===== src/rtl/vliw_pkg.sv =====
// Shared opcode encodings and slot field layout for the VLIW execution unit.
package vliw_pkg;

    localparam int OP_ADD = 'h00;
    localparam int OP_SUB = 'h01;
    localparam int OP_AND = 'h02;
    localparam int OP_OR  = 'h03;
    localparam int OP_XOR = 'h04;
    localparam int OP_NOT = 'h05;
    localparam int OP_SHL = 'h06;
    localparam int OP_SHR = 'h07;
    localparam int OP_LDI = 'h08;
    localparam int OP_NOP = 'hFF;

    // Field index counted from the slot LSB: rs2, rs1, rd, opc.
    localparam int FLD_RS2 = 0;
    localparam int FLD_RS1 = 1;
    localparam int FLD_RD  = 2;
    localparam int FLD_OPC = 3;

    function automatic int slot_w(input int opc_w, input int ra_w);
        return opc_w + 3 * ra_w;
    endfunction

    function automatic int fld_lsb(input int idx, input int ra_w);
        return idx * ra_w;
    endfunction

endpackage


===== src/rtl/vliw_alu_slot.sv =====
// Single-slot combinational ALU: result, regfile write enable, illegal flag.
module vliw_alu_slot
    import vliw_pkg::*;
#(
    parameter int DATA_W = 8,
    parameter int OPC_W  = 8,
    parameter int IMM_W  = 8
) (
    input  logic [OPC_W-1:0]  i_opc,
    input  logic [DATA_W-1:0] i_a,
    input  logic [DATA_W-1:0] i_b,
    input  logic [IMM_W-1:0]  i_imm,
    output logic [DATA_W-1:0] o_result,
    output logic              o_we,
    output logic              o_err
);
    localparam int SH_W = $clog2(DATA_W);

    localparam logic [OPC_W-1:0] C_ADD = OPC_W'(OP_ADD);
    localparam logic [OPC_W-1:0] C_SUB = OPC_W'(OP_SUB);
    localparam logic [OPC_W-1:0] C_AND = OPC_W'(OP_AND);
    localparam logic [OPC_W-1:0] C_OR  = OPC_W'(OP_OR);
    localparam logic [OPC_W-1:0] C_XOR = OPC_W'(OP_XOR);
    localparam logic [OPC_W-1:0] C_NOT = OPC_W'(OP_NOT);
    localparam logic [OPC_W-1:0] C_SHL = OPC_W'(OP_SHL);
    localparam logic [OPC_W-1:0] C_SHR = OPC_W'(OP_SHR);
    localparam logic [OPC_W-1:0] C_LDI = OPC_W'(OP_LDI);
    localparam logic [OPC_W-1:0] C_NOP = OPC_W'(OP_NOP);

    logic [SH_W-1:0] w_sh;

    assign w_sh = i_b[SH_W-1:0];

    always_comb begin
        o_result = '0;
        o_we     = 1'b1;
        o_err    = 1'b0;
        case (i_opc)
            C_ADD: o_result = i_a + i_b;
            C_SUB: o_result = i_a - i_b;
            C_AND: o_result = i_a & i_b;
            C_OR:  o_result = i_a | i_b;
            C_XOR: o_result = i_a ^ i_b;
            C_NOT: o_result = ~i_a;
            C_SHL: o_result = i_a << w_sh;
            C_SHR: o_result = i_a >> w_sh;
            C_LDI: o_result = DATA_W'(i_imm);
            C_NOP: o_we = 1'b0;
            default: begin
                o_we  = 1'b0;
                o_err = 1'b1;
            end
        endcase
    end

endmodule


===== src/rtl/vliw_exec_unit.sv =====
// N-slot VLIW execution unit: regfile, RD/EX pipeline, forwarding, handshakes.
module vliw_exec_unit
    import vliw_pkg::*;
#(
    parameter int DATA_W     = 8,
    parameter int NUM_SLOTS  = 2,
    parameter int REG_ADDR_W = 4,
    parameter int OPC_W      = 8
) (
    input  logic                                        clk,
    input  logic                                        rst,
    input  logic                                        in_valid,
    output logic                                        in_ready,
    input  logic [NUM_SLOTS*(OPC_W+3*REG_ADDR_W)-1:0]   in_bundle,
    output logic                                        out_valid,
    input  logic                                        out_ready,
    output logic [NUM_SLOTS*DATA_W-1:0]                 out_result,
    output logic [NUM_SLOTS-1:0]                        out_err,
    input  logic [REG_ADDR_W-1:0]                       dbg_addr,
    output logic [DATA_W-1:0]                           dbg_data
);
    localparam int SLOT_W   = slot_w(OPC_W, REG_ADDR_W);
    localparam int IMM_W    = 2 * REG_ADDR_W;
    localparam int NUM_REGS = 2 ** REG_ADDR_W;

    logic [DATA_W-1:0]          r_rf     [NUM_REGS];
    logic                       r_s1_valid;
    logic [OPC_W-1:0]           r_s1_opc [NUM_SLOTS];
    logic [REG_ADDR_W-1:0]      r_s1_rd  [NUM_SLOTS];
    logic [DATA_W-1:0]          r_s1_a   [NUM_SLOTS];
    logic [DATA_W-1:0]          r_s1_b   [NUM_SLOTS];
    logic [IMM_W-1:0]           r_s1_imm [NUM_SLOTS];
    logic                       r_out_valid;
    logic [NUM_SLOTS*DATA_W-1:0] r_out_result;
    logic [NUM_SLOTS-1:0]       r_out_err;

    logic [OPC_W-1:0]           w_in_opc [NUM_SLOTS];
    logic [REG_ADDR_W-1:0]      w_in_rd  [NUM_SLOTS];
    logic [REG_ADDR_W-1:0]      w_in_rs1 [NUM_SLOTS];
    logic [REG_ADDR_W-1:0]      w_in_rs2 [NUM_SLOTS];
    logic [DATA_W-1:0]          w_op_a   [NUM_SLOTS];
    logic [DATA_W-1:0]          w_op_b   [NUM_SLOTS];
    logic [DATA_W-1:0]          w_res    [NUM_SLOTS];
    logic [NUM_SLOTS-1:0]       w_we;
    logic [NUM_SLOTS-1:0]       w_err;
    logic [NUM_SLOTS*DATA_W-1:0] w_res_flat;
    logic                       w_advance;

    assign w_advance  = !r_out_valid || out_ready;
    assign in_ready   = !r_s1_valid || w_advance;
    assign out_valid  = r_out_valid;
    assign out_result = r_out_result;
    assign out_err    = r_out_err;
    assign dbg_data   = r_rf[dbg_addr];

    for (genvar s = 0; s < NUM_SLOTS; s++) begin : g_slot
        localparam int BASE = s * SLOT_W;

        assign w_in_rs2[s] = in_bundle[BASE + fld_lsb(FLD_RS2, REG_ADDR_W) +: REG_ADDR_W];
        assign w_in_rs1[s] = in_bundle[BASE + fld_lsb(FLD_RS1, REG_ADDR_W) +: REG_ADDR_W];
        assign w_in_rd[s]  = in_bundle[BASE + fld_lsb(FLD_RD, REG_ADDR_W) +: REG_ADDR_W];
        assign w_in_opc[s] = in_bundle[BASE + fld_lsb(FLD_OPC, REG_ADDR_W) +: OPC_W];

        vliw_alu_slot #(
            .DATA_W (DATA_W),
            .OPC_W  (OPC_W),
            .IMM_W  (IMM_W)
        ) u_alu (
            .i_opc    (r_s1_opc[s]),
            .i_a      (r_s1_a[s]),
            .i_b      (r_s1_b[s]),
            .i_imm    (r_s1_imm[s]),
            .o_result (w_res[s]),
            .o_we     (w_we[s]),
            .o_err    (w_err[s])
        );

        assign w_res_flat[s*DATA_W +: DATA_W] = w_res[s];
    end

    // Ascending scan lets the highest writing slot of the RD bundle win.
    always_comb begin
        for (int s = 0; s < NUM_SLOTS; s++) begin
            w_op_a[s] = r_rf[w_in_rs1[s]];
            w_op_b[s] = r_rf[w_in_rs2[s]];
            for (int k = 0; k < NUM_SLOTS; k++) begin
                if (r_s1_valid && w_we[k] && r_s1_rd[k] == w_in_rs1[s])
                    w_op_a[s] = w_res[k];
                if (r_s1_valid && w_we[k] && r_s1_rd[k] == w_in_rs2[s])
                    w_op_b[s] = w_res[k];
            end
        end
    end

    always_ff @(posedge clk) begin
        if (rst) begin
            for (int i = 0; i < NUM_REGS; i++)
                r_rf[i] <= '0;
            for (int s = 0; s < NUM_SLOTS; s++) begin
                r_s1_opc[s] <= '0;
                r_s1_rd[s]  <= '0;
                r_s1_a[s]   <= '0;
                r_s1_b[s]   <= '0;
                r_s1_imm[s] <= '0;
            end
            r_s1_valid   <= 1'b0;
            r_out_valid  <= 1'b0;
            r_out_result <= '0;
            r_out_err    <= '0;
        end else begin
            if (w_advance) begin
                if (r_s1_valid) begin
                    r_out_valid  <= 1'b1;
                    r_out_result <= w_res_flat;
                    r_out_err    <= w_err;
                    for (int s = 0; s < NUM_SLOTS; s++)
                        if (w_we[s])
                            r_rf[r_s1_rd[s]] <= w_res[s];
                end else begin
                    r_out_valid <= 1'b0;
                end
            end
            if (in_ready) begin
                r_s1_valid <= in_valid;
                if (in_valid) begin
                    for (int s = 0; s < NUM_SLOTS; s++) begin
                        r_s1_opc[s] <= w_in_opc[s];
                        r_s1_rd[s]  <= w_in_rd[s];
                        r_s1_a[s]   <= w_op_a[s];
                        r_s1_b[s]   <= w_op_b[s];
                        r_s1_imm[s] <= {w_in_rs1[s], w_in_rs2[s]};
                    end
                end
            end
        end
    end

endmodule


===== config.mk =====
export PLATFORM = sky130hd
export DESIGN_NAME = vliw_exec_unit
export DESIGN_NICKNAME = d
export VERILOG_FILES = /design/src/rtl/vliw_pkg.sv /design/src/rtl/vliw_alu_slot.sv /design/src/rtl/vliw_exec_unit.sv
export SDC_FILE = /design/constraint.sdc
export NUM_CORES = 1
export LEC_CHECK = 0
export CORE_MARGIN = 2
export CORE_UTILIZATION = 50
export CTS_CLUSTER_SIZE = 12
export DETAILED_ROUTE_END_ITERATION = 8
export PLACE_DENSITY = 0.68
export SLEW_MARGIN = 20
export SYNTH_ARGS = -nofsm -noshare
export SYNTH_HDL_FRONTEND = slang
export SYNTH_SLANG_ARGS = --single-unit

===== constraint.sdc =====
create_clock -name clk -period 11.51 [get_ports clk]
set_clock_uncertainty 0.1 [all_clocks]
set_input_delay 1.151 -clock clk [delete_from_list [all_inputs] [get_ports clk]]
set_output_delay 1.151 -clock clk [all_outputs]
set_load 0.05 [all_outputs]

==> results of run 1 <==
## final timing paths
kind	to	slack, ps	cells after the start
worst max-delay path	r_rf[3][7]$_DFFE_PP_	6470	12
worst min-delay path	out_err[0]$_SDFFE_PP0P_	360	2
worst max register to register	r_rf[3][7]$_DFFE_PP_	6470	12
worst min register to register	out_err[0]$_SDFFE_PP0P_	360	2
## kinds of logic after synthesis
family | share of synthesized area
and+or+nand+nor | 0.115
xor gates and xnor gates | 0.0274
DFF | 0.360
AOI/OAI and AO/OA | 0.131
adders and majority gates | 0.0374
buffers and inverters | 0.0453
muxes | 0.284
## per-layer routing
metal,GRT usage,up-vias
met3,0.0675,190
met1,0.424,6931
met2,0.490,1079
met5,0,-
li1,-,5895
met4,0.131,0
## Yosys cell counts (6+ instances only)
| cell type | count | area (um2) |
|---|---|---|
| mux4_2 | 214 | 4820 |
| xnor2_1 | 22 | 193 |
| nand4_1 | 10 | 62.6 |
| edfxtp_1 | 200 | 6010 |
| dfxtp_1 | 20 | 400 |
| ha_1 | 50 | 626 |
| buf_1 | 17 | 63.8 |
| o221ai_1 | 6 | 52.6 |
| a31oi_1 | 6 | 37.5 |
| o21ai_0 | 29 | 145 |
| inv_1 | 38 | 143 |
| nor2b_1 | 15 | 93.8 |
| o31ai_1 | 8 | 60.1 |
| nor3_1 | 16 | 80.1 |
| nand3_1 | 16 | 80.1 |
| nor4_1 | 9 | 56.3 |
| mux2_2 | 10 | 113 |
| nand2b_1 | 9 | 56.3 |
| and3_1 | 25 | 156 |
| o22ai_1 | 136 | 851 |
| nor2_1 | 75 | 282 |
| and2_1 | 40 | 250 |
| buf_2 | 43 | 215 |
| clkbuf_1 | 71 | 267 |
| mux2i_1 | 12 | 120 |
| a211o_1 | 15 | 131 |
| xor2_1 | 30 | 263 |
| nand2_1 | 86 | 323 |
| a211oi_1 | 40 | 300 |
| o21a_1 | 9 | 67.6 |
| or4_1 | 7 | 52.6 |
| buf_6 | 6 | 67.6 |
| o211ai_1 | 6 | 45.0 |
| a21oi_1 | 44 | 220 |
## per-stage QoR
stage | utilization | cell area, um2 | total power, mW
6_report | 0.553 | 19500 | 2.41
5_1_grt | 0.553 | 19500 | 2.49
4_1_cts | 0.552 | 19500 | 2.40
3_5_place_dp | 0.529 | 18700 | 1.59
3_3_place_gp | 0.529 | 18700 | 1.58
2_1_floorplan | - | 17800 | 1.41
## worst max-delay path, cell delays in order (launching register included)
cell      delay (ps)
edfxtp_1         430
nor4_4           700
and4b_1          490
mux2_2           410
inv_1             70
ha_1             220
nor2b_1          130
o21a_1           190
a311o_1          420
o31ai_1          360
xnor2_2          190
a21boi_2         810
o22ai_1          210
## area by class of cell
cell class | count | area share
multi-input cells | 1045 | 0.547
flip-flops and latches | 220 | 0.328
repair buffers | 98 | 0.0453
clock buffers | 32 | 0.0344
well taps | 461 | 0.0295
clock inverters | 12 | 0.00775
inverters | 40 | 0.00769
## power breakdown
group	switching (mW)	internal, mW
Clock	0.341	0.480
Combinational	0.337	0.259
Sequential	0.0794	0.916
## state kept, by name, indices dropped and copies added (netlist names)
name	cells
r_s1_rd	8
out_err	2
r_s1_valid	1
r_s1_a	16
r_s1_opc	16
out_result	16
out_valid	1
r_s1_imm	16
r_s1_b	16
r_rf	128
==> flow_metrics.env, run 1 <==
export IMPL_antenna_found_initial=0
export IMPL_cts_tree="yes"
export IMPL_fin_crit_ps=5040
export IMPL_critPathRequiredTime_ps=11660
export IMPL_drt_total_wl_um=56900
export IMPL_yosysSeqAreaShare=0.360
export IMPL_drc=0
export IMPL_fin_crit_sh=0.438
export IMPL_fill_cells=2858
export IMPL_cts_hold_buf=0
export IMPL_dp_cells=1863
export IMPL_area_growth_syn_to_layout_pct=9.74
export IMPL_multi_input_area_um2=10700
export IMPL_hold_path_startpoint="out_err[0]$_SDFFE_PP0P_"
export IMPL_layout_commonest_cell="mux4_2"
export IMPL_place_hpwl_um=40400
export IMPL_seqCellArea_um2=6410
export IMPL_setup_tns_ps=0
export IMPL_synth_cells=1448
export IMPL_setup_viol=0
export IMPL_start_kind="flop"
export IMPL_top_layer="met4"
export IMPL_grt_overflow=0
export IMPL_postCtsSetupRepairBufs=0
export IMPL_hold_viol=0
export IMPL_grt_max_degree=73
export IMPL_yosys_register_bits=220
export IMPL_power_density_nw_per_um2=123
export IMPL_drt_first_pass_iters=5
export IMPL_core_um2=35300
export IMPL_mostFrequentLayoutCells="mux4_2, edfxtp_1, o22ai_1, nand2_1, nor2_1"
export IMPL_hold_ws_ps=363
export IMPL_ys_warn_count=0
export IMPL_vias_per_cell=7.39
export IMPL_gp_congestion=0.936
export IMPL_ant_nets=0
export IMPL_drtIter0Drc=1968
export IMPL_worstMarginPinSlew_ps=1180
export IMPL_syn_avg_cell_area_um2=12.3
export IMPL_reg2reg_from="r_s1_opc[0][4]$_SDFFCE_PN0P_"
export IMPL_initial_core_util=0.504
export IMPL_ir_drop_v=0.000134
export IMPL_hp_class="reg -> reg"
export IMPL_final_nets=1530
export IMPL_synthArstFlopShare=0
export IMPL_relSlewSlack=0.216
export IMPL_pre_cts_ws_ps=6310
export IMPL_die_height_um=193
export IMPL_path_class="reg -> reg"
export IMPL_io_pins=76
export IMPL_die_x_um=193
export IMPL_syn_nets=1548
export IMPL_slew_violations=0
export IMPL_maxCapViolCount=0
export IMPL_endpoint_kind="flop"
export IMPL_grt_pass1_wl_um=86300
export IMPL_rsz0062_at_grt="no"
export IMPL_grt_use_total=0.313
export IMPL_fin_cells=1908
export IMPL_postCtsResizedCells=0
export IMPL_cp_data_arrival_time_ps=5180
export IMPL_netlist_cell_type_count=80
export IMPL_dieArea_um2=37100
export IMPL_port_buffers=75
export IMPL_crit_start="r_s1_opc[0][4]$_SDFFCE_PN0P_"
export IMPL_clock_latency_ps=560
export IMPL_cts_sinks=220
export IMPL_cts_max_path_buffers=3
export IMPL_rows=69
export IMPL_drive_above_1_share=0.232
export IMPL_cts_root_buf="clkbuf_16"
export IMPL_synth_area_um2=17800
export IMPL_htree_levels=1
export IMPL_synth_edf_count=200
export IMPL_dr_wl_met3_um=6530
export IMPL_numCtsBuffers=25
export IMPL_synthFlopType="edfxtp_1"
export IMPL_met2WireLength_um=26800
export IMPL_worstPathMaxFanout=17
export IMPL_cts_clk_slew_worst_paths_ps=60
export IMPL_drt_met1_wl_um=20900
export IMPL_fmax_mhz=199
export IMPL_wl_per_cell_um=29.8
export IMPL_grt_pass1_vias=13700
export IMPL_p_leak_nw=6.58
export IMPL_outcome="complete, no violations"
export IMPL_diodes=0
export IMPL_setup_slack_ps=6470
export IMPL_vias=14100
(Power assumes the default switching activity.)
==> run 2, diff against run 1 <==
==> constraint.sdc (replaced) <==
create_clock -name clk -period 4.7 [get_ports clk]
set_clock_uncertainty 0.1 [all_clocks]
set_input_delay 0.47 -clock clk [delete_from_list [all_inputs] [get_ports clk]]
set_output_delay 0.47 -clock clk [all_outputs]
set_load 0.05 [all_outputs]
==> run 2 against run 1 <==
Sequential share of layout area decreased by 0.53 points. Cell area increased by 1.7%. Combinational power grew to 2.6 times the previous value. Cell count grew 2.3%. Via count increased by 1.2%. Critical path depth grew 1. Critical endpoint is now r_rf[9][7]$_DFFE_PP_. Largest power group unchanged. Highest routed layer unchanged.
==> flow_metrics.env, run 2 (synthesis gave the netlist of run 1 again) <==
export IMPL_relSlewSlack=0.225
export IMPL_cts_root_buf="clkbuf_16"
export IMPL_worstPathMaxFanout=17
export IMPL_postCtsResizedCells=0
export IMPL_vias=14300
export IMPL_outcome="complete, no violations"
export IMPL_endpoint_kind="flop"
export IMPL_hold_ws_ps=381
export IMPL_area_growth_syn_to_layout_pct=11.6
export IMPL_cp_data_arrival_time_ps=4420
export IMPL_port_buffers=75
export IMPL_cts_hold_buf=0
export IMPL_wl_per_cell_um=29.9
export IMPL_antenna_found_initial=0
export IMPL_reg2reg_to="r_rf[9][7]$_DFFE_PP_"
export IMPL_diodes=0
export IMPL_whs_path_depth=2
export IMPL_die_x_um=193
export IMPL_htree_levels=1
export IMPL_initial_core_util=0.504
export IMPL_final_nets=1571
export IMPL_postCtsSetupRepairBufs=0
export IMPL_path_cells="nor2_1, and4b_1, mux2_2, inv_1, ha_1, nor2b_1, o21a_1, a311o_1, o31ai_1, xnor2_2, a21boi_2, buf_4, o22ai_1"
export IMPL_setup_viol=0
export IMPL_hold_viol=0
export IMPL_fin_crit_ps=4210
export IMPL_slowest_stage="edfxtp_1"
export IMPL_cts_max_path_buffers=3
export IMPL_slew_violations=0
export IMPL_core_um2=35300
export IMPL_place_hpwl_um=42000
export IMPL_post_route_util=0.562
export IMPL_ant_nets=0
export IMPL_holdPathEnd="out_err[0]$_SDFFE_PP0P_"
export IMPL_dieArea_um2=37100
export IMPL_die_height_um=193
export IMPL_vias_per_cell=7.30
export IMPL_largest_register="r_rf"
export IMPL_gp_congestion=0.937
export IMPL_rsz0062_at_grt="no"
export IMPL_p_leak_nw=6.78
export IMPL_grt_overflow=0
export IMPL_worstMarginPinSlew_ps=1160
export IMPL_mostFrequentLayoutCells="mux4_2, edfxtp_1, o22ai_1, nand2_1, nor2_1"
export IMPL_drtIter0Drc=2027
export IMPL_critPathRequiredTime_ps=4910
export IMPL_rows=69
export IMPL_r2r_slack_ps=490
export IMPL_clock_latency_ps=580
export IMPL_numCtsBuffers=27
export IMPL_cts_clk_slew_worst_paths_ps=60
export IMPL_grt_max_degree=49
export IMPL_fin_crit_sh=0.897
export IMPL_drc=0
export IMPL_max_stage_delay_ps=520
export IMPL_setup_tns_ps=0
export IMPL_worst_r2r_path_depth=13
export IMPL_reg2reg_from="r_s1_opc[0][2]$_SDFFCE_PN0P_"
export IMPL_hold_path_startpoint="out_err[0]$_SDFFE_PP0P_"
export IMPL_io_pins=76
export IMPL_path_class="reg -> reg"
export IMPL_drive_above_1_share=0.254
export IMPL_power_density_nw_per_um2=301
export IMPL_grt_use_total=0.320
export IMPL_cts_sinks=220
export IMPL_drt_total_wl_um=58400
export IMPL_largest_reg_flops=128
export IMPL_ir_drop_v=0.000307
export IMPL_fill_cells=2907
export IMPL_hp_class="reg -> reg"
export IMPL_cts_tree="yes"
export IMPL_dp_cells=1903
export IMPL_drt_first_pass_iters=6
export IMPL_fin_cells=1952
export IMPL_layout_commonest_cell="mux4_2"
export IMPL_start_kind="flop"
export IMPL_maxCapViolCount=0
export IMPL_grt_pass1_wl_um=88000
export IMPL_fmax_mhz=237
export IMPL_grt_pass1_vias=13900
[run 2: changes by cell type in the layout (fill, tap and decap cells not counted), moves of 2 or more]
cell       previous run  this run
buf_4                23        59
nor4_2                2         4
inv_6                 0         3
nor4_4                7         5
a21oi_4               2         0
clkbuf_16            25        27
clkinv_1              4         7
a21oi_2               1         3
clkbuf_8              2         0
buf_12                0         3
[run 2: per-stage QoR]
| step | setup slack (ps) | instance area, um2 | total power, mW |
|---|---|---|---|
| floorplan | 762 | 17800 | 3.45 |
| global placement | 647 | 19000 | 3.90 |
| detailed placement | 533 | 19000 | 3.92 |
| CTS | 538 | 19900 | 5.95 |
| global route | 290 | 19900 | 6.15 |
| finish | 485 | 19900 | 5.98 |
[run 2: per-layer routing]
| layer | share of wire | vias up | track usage |
|---|---|---|---|
| li1 | - | 5975 | - |
| met1 | 0.37 | 7015 | 0.426 |
| met2 | 0.47 | 1076 | 0.515 |
| met3 | 0.11 | 192 | 0.0622 |
| met4 | 0.050 | 0 | 0.133 |
| met5 | 0 | - | 0 |
[run 2: power breakdown]
part | switching (mW) | internal [mW] | total [mW] | leakage (nW)
Sequential | 0.163 | 2.24 | 2.41 | 2.28
Clock | 0.886 | 1.17 | 2.06 | 0.414
Combinational | 0.865 | 0.654 | 1.52 | 4.09
Total | 1.91 | 4.07 | 5.98 | 6.78
[run 2: cell type report]
| class | instances | area (um2) | share of cell area |
|---|---|---|---|
| sequential | 220 | 6410 | 0.323 |
| clock buffer | 31 | 691 | 0.0348 |
| multi-input combinational | 1045 | 10700 | 0.537 |
| clock inverter | 18 | 164 | 0.00825 |
| inverter | 40 | 150 | 0.00756 |
| tap | 461 | 577 | 0.0290 |
| timing repair buffer | 137 | 1210 | 0.0609 |
[run 2: critical path, delay by kind of cell (launching register included)]
kind | cells | cell delay [ps]
AO/OA/AOI/OAI | 5 | 1290
XOR/XNOR | 1 | 200
adder cells (fa/ha/maj) | 1 | 210
buffers and inverters | 2 | 320
flip-flops | 1 | 520
multiplexers | 1 | 400
AND/OR/NAND/NOR | 3 | 910
[run 2: how the worst max path moves through the flow]
stage          slack, ps                     startpoint                     endpoint
6_report             490   r_s1_opc[0][2]$_SDFFCE_PN0P_         r_rf[9][7]$_DFFE_PP_
5_1_grt              290  r_s1_opc[0][15]$_SDFFCE_PN0P_  r_s1_a[0][13]$_SDFFCE_PN0P_
4_1_cts              540   r_s1_opc[0][2]$_SDFFCE_PN0P_   r_s1_a[0][5]$_SDFFCE_PN0P_
3_5_place_dp         530   r_s1_opc[0][2]$_SDFFCE_PN0P_   r_s1_a[0][5]$_SDFFCE_PN0P_
3_3_place_gp         650  r_s1_opc[0][15]$_SDFFCE_PN0P_  r_s1_b[0][12]$_SDFFCE_PN0P_
2_1_floorplan        760  r_s1_opc[0][15]$_SDFFCE_PN0P_  r_s1_b[0][13]$_SDFFCE_PN0P_
==> run 3, diff against run 2 <==
--- a/config.mk
+++ b/config.mk
@@ -9,7 +9,7 @@
 export CORE_UTILIZATION = 50
 export CTS_CLUSTER_SIZE = 12
 export DETAILED_ROUTE_END_ITERATION = 8
-export PLACE_DENSITY = 0.68
+export PLACE_DENSITY = 0.79
 export SLEW_MARGIN = 20
 export SYNTH_ARGS = -nofsm -noshare
 export SYNTH_HDL_FRONTEND = slang
==> run 3 against run 2 <==
Largest power group unchanged. Cell area is 0.45% lower. Register-to-register slack better by 40 ps. Critical path depth stayed put. Via count is 2.3% higher. Core utilization is 0.26 points lower. Die area stayed put. Sequential power hardly changed. Highest routed layer unchanged. Combinational power hardly changed. Cell count is 0.92% lower.
==> flow_metrics.env, run 3 (synthesis gave the netlist of run 1 again) <==
export IMPL_grt_pass1_wl_um=87500
export IMPL_largest_reg_flops=128
export IMPL_slowest_stage="edfxtp_1"
export IMPL_swShare=0.317
export IMPL_die_x_um=193
export IMPL_rows=69
export IMPL_pwr_share_comb=0.254
export IMPL_final_nets=1553
export IMPL_die_height_um=193
export IMPL_largest_register="r_rf"
export IMPL_hp_class="reg -> reg"
export IMPL_slew_violations=0
export IMPL_grt_max_degree=73
export IMPL_drc=0
export IMPL_diodes=0
export IMPL_dpl_instance_area_um2=18900
export IMPL_area_growth_syn_to_layout_pct=11.0
export IMPL_cts_root_buf="clkbuf_16"
export IMPL_cts_clk_slew_worst_paths_ps=60
export IMPL_grt_pass1_vias=14000
export IMPL_numCtsBuffers=26
export IMPL_power_frac_clock=0.343
export IMPL_ant_nets=0
export IMPL_hold_viol=0
export IMPL_wl_per_cell_um=30.1
export IMPL_cp_data_arrival_time_ps=4370
export IMPL_mostFrequentLayoutCells="mux4_2, edfxtp_1, o22ai_1, nand2_1, nor2_1"
export IMPL_drtIter0Drc=2573
export IMPL_path_class="reg -> reg"
export IMPL_fin_crit_ps=4170
export IMPL_relSlewSlack=0.199
export IMPL_cp_top_family="simple AND/OR/NAND/NOR gates"
export IMPL_grt_overflow=0
export IMPL_setup_tns_ps=0
export IMPL_ir_drop_v=0.000276
export IMPL_path_cells="nor2_1, and4b_1, mux2_2, inv_1, ha_1, nor2b_1, o21a_1, a311o_1, xor2_1, a2111oi_4, buf_4, o21ai_0, and3_1"
export IMPL_worstMarginPinSlew_ps=1190
export IMPL_drt_first_pass_iters=6
export IMPL_fmax_mhz=240
export IMPL_rsz0062_at_grt="no"
export IMPL_fin_crit_sh=0.887
export IMPL_critPathRequiredTime_ps=4900
export IMPL_core_um2=35300
export IMPL_antenna_found_initial=1
export IMPL_start_kind="flop"
export IMPL_place_hpwl_um=41000
export IMPL_port_buffers=75
export IMPL_setup_viol=0
export IMPL_outcome="complete, no violations"
export IMPL_drt_total_wl_um=58200
export IMPL_max_stage_delay_ps=510
export IMPL_worstPathMaxFanout=21
export IMPL_vias_per_cell=7.54
export IMPL_grt_use_total=0.318
export IMPL_htree_levels=1
export IMPL_postCtsResizedCells=0
export IMPL_sequentialPowerShare=0.403
export IMPL_internal_power_mw=4.08
export IMPL_cts_max_path_buffers=3
export IMPL_initial_core_util=0.504
export IMPL_maxCapViolCount=0
export IMPL_endpoint_kind="flop"
export IMPL_gp_congestion=0.947
export IMPL_clock_latency_ps=580
export IMPL_vias=14600
export IMPL_io_pins=76
export IMPL_p_leak_nw=6.73
export IMPL_drive_above_1_share=0.247
export IMPL_power_density_nw_per_um2=302
export IMPL_dieArea_um2=37100
export IMPL_cts_sinks=220
export IMPL_critPathBufInv=2
export IMPL_postCtsSetupRepairBufs=0
export IMPL_p_sw_mw=1.90
export IMPL_cts_hold_buf=0
export IMPL_layout_commonest_cell="mux4_2"
export IMPL_cts_tree="yes"
export IMPL_postLayoutCellArea_um2=19800
-- run 3: power by group through the flow --
stage	Combinational (mW)	Sequential, mW	Clock, mW
floorplan	1.06	2.40	0
global placement	1.45	2.43	0
detailed placement	1.47	2.44	0
CTS	1.48	2.40	2.04
global route	1.59	2.42	2.12
finish	1.52	2.41	2.05
-- run 3: area by class of cell --
class / count / area (um2)
clock inverters: 11 / 114
multi-input cells: 1045 / 10700
repair buffers: 120 / 1110
inverters: 40 / 150
flip-flops and latches: 220 / 6410
well taps: 461 / 577
clock buffers: 37 / 753
fillers: 2840 / 15500
-- run 3: per-layer routing --
metal  up-vias  routed length, um  global-route usage
met4         0               3100               0.151
met5         -                  0                   0
met1      7089              20100               0.416
li1       5952                  -                   -
met3       233               7310              0.0666
met2      1311              27700               0.507
-- run 3: final timing paths --
kind / start / cells after the start / slack (ps) / end
max: r_s1_opc[0][2]$_SDFFCE_PN0P_ / 13 / 530 / r_s1_b[0][5]$_SDFFCE_PN0P_
min: out_err[0]$_SDFFE_PP0P_ / 2 / 380 / out_err[0]$_SDFFE_PP0P_
max reg2reg: r_s1_opc[0][2]$_SDFFCE_PN0P_ / 13 / 530 / r_s1_b[0][5]$_SDFFCE_PN0P_
min reg2reg: out_err[0]$_SDFFE_PP0P_ / 2 / 380 / out_err[0]$_SDFFE_PP0P_
-- run 3: metrics by stage --
step	setup slack (ps)	std cells	power, mW	util	hold WS, ps
detailed placement	577	1885	3.91	0.535	368
global route	206	1934	6.13	0.560	394
CTS	568	1933	5.92	0.559	376
global placement	639	1885	3.88	0.535	358
floorplan	762	1448	3.45	-	415
finish	530	1934	5.97	0.560	378
-- run 3: tightest hold or removal path, cell delays in order, from the launching register on --
cell     delay, ps
dfxtp_1        310
nand2_1         60
a21oi_1         60
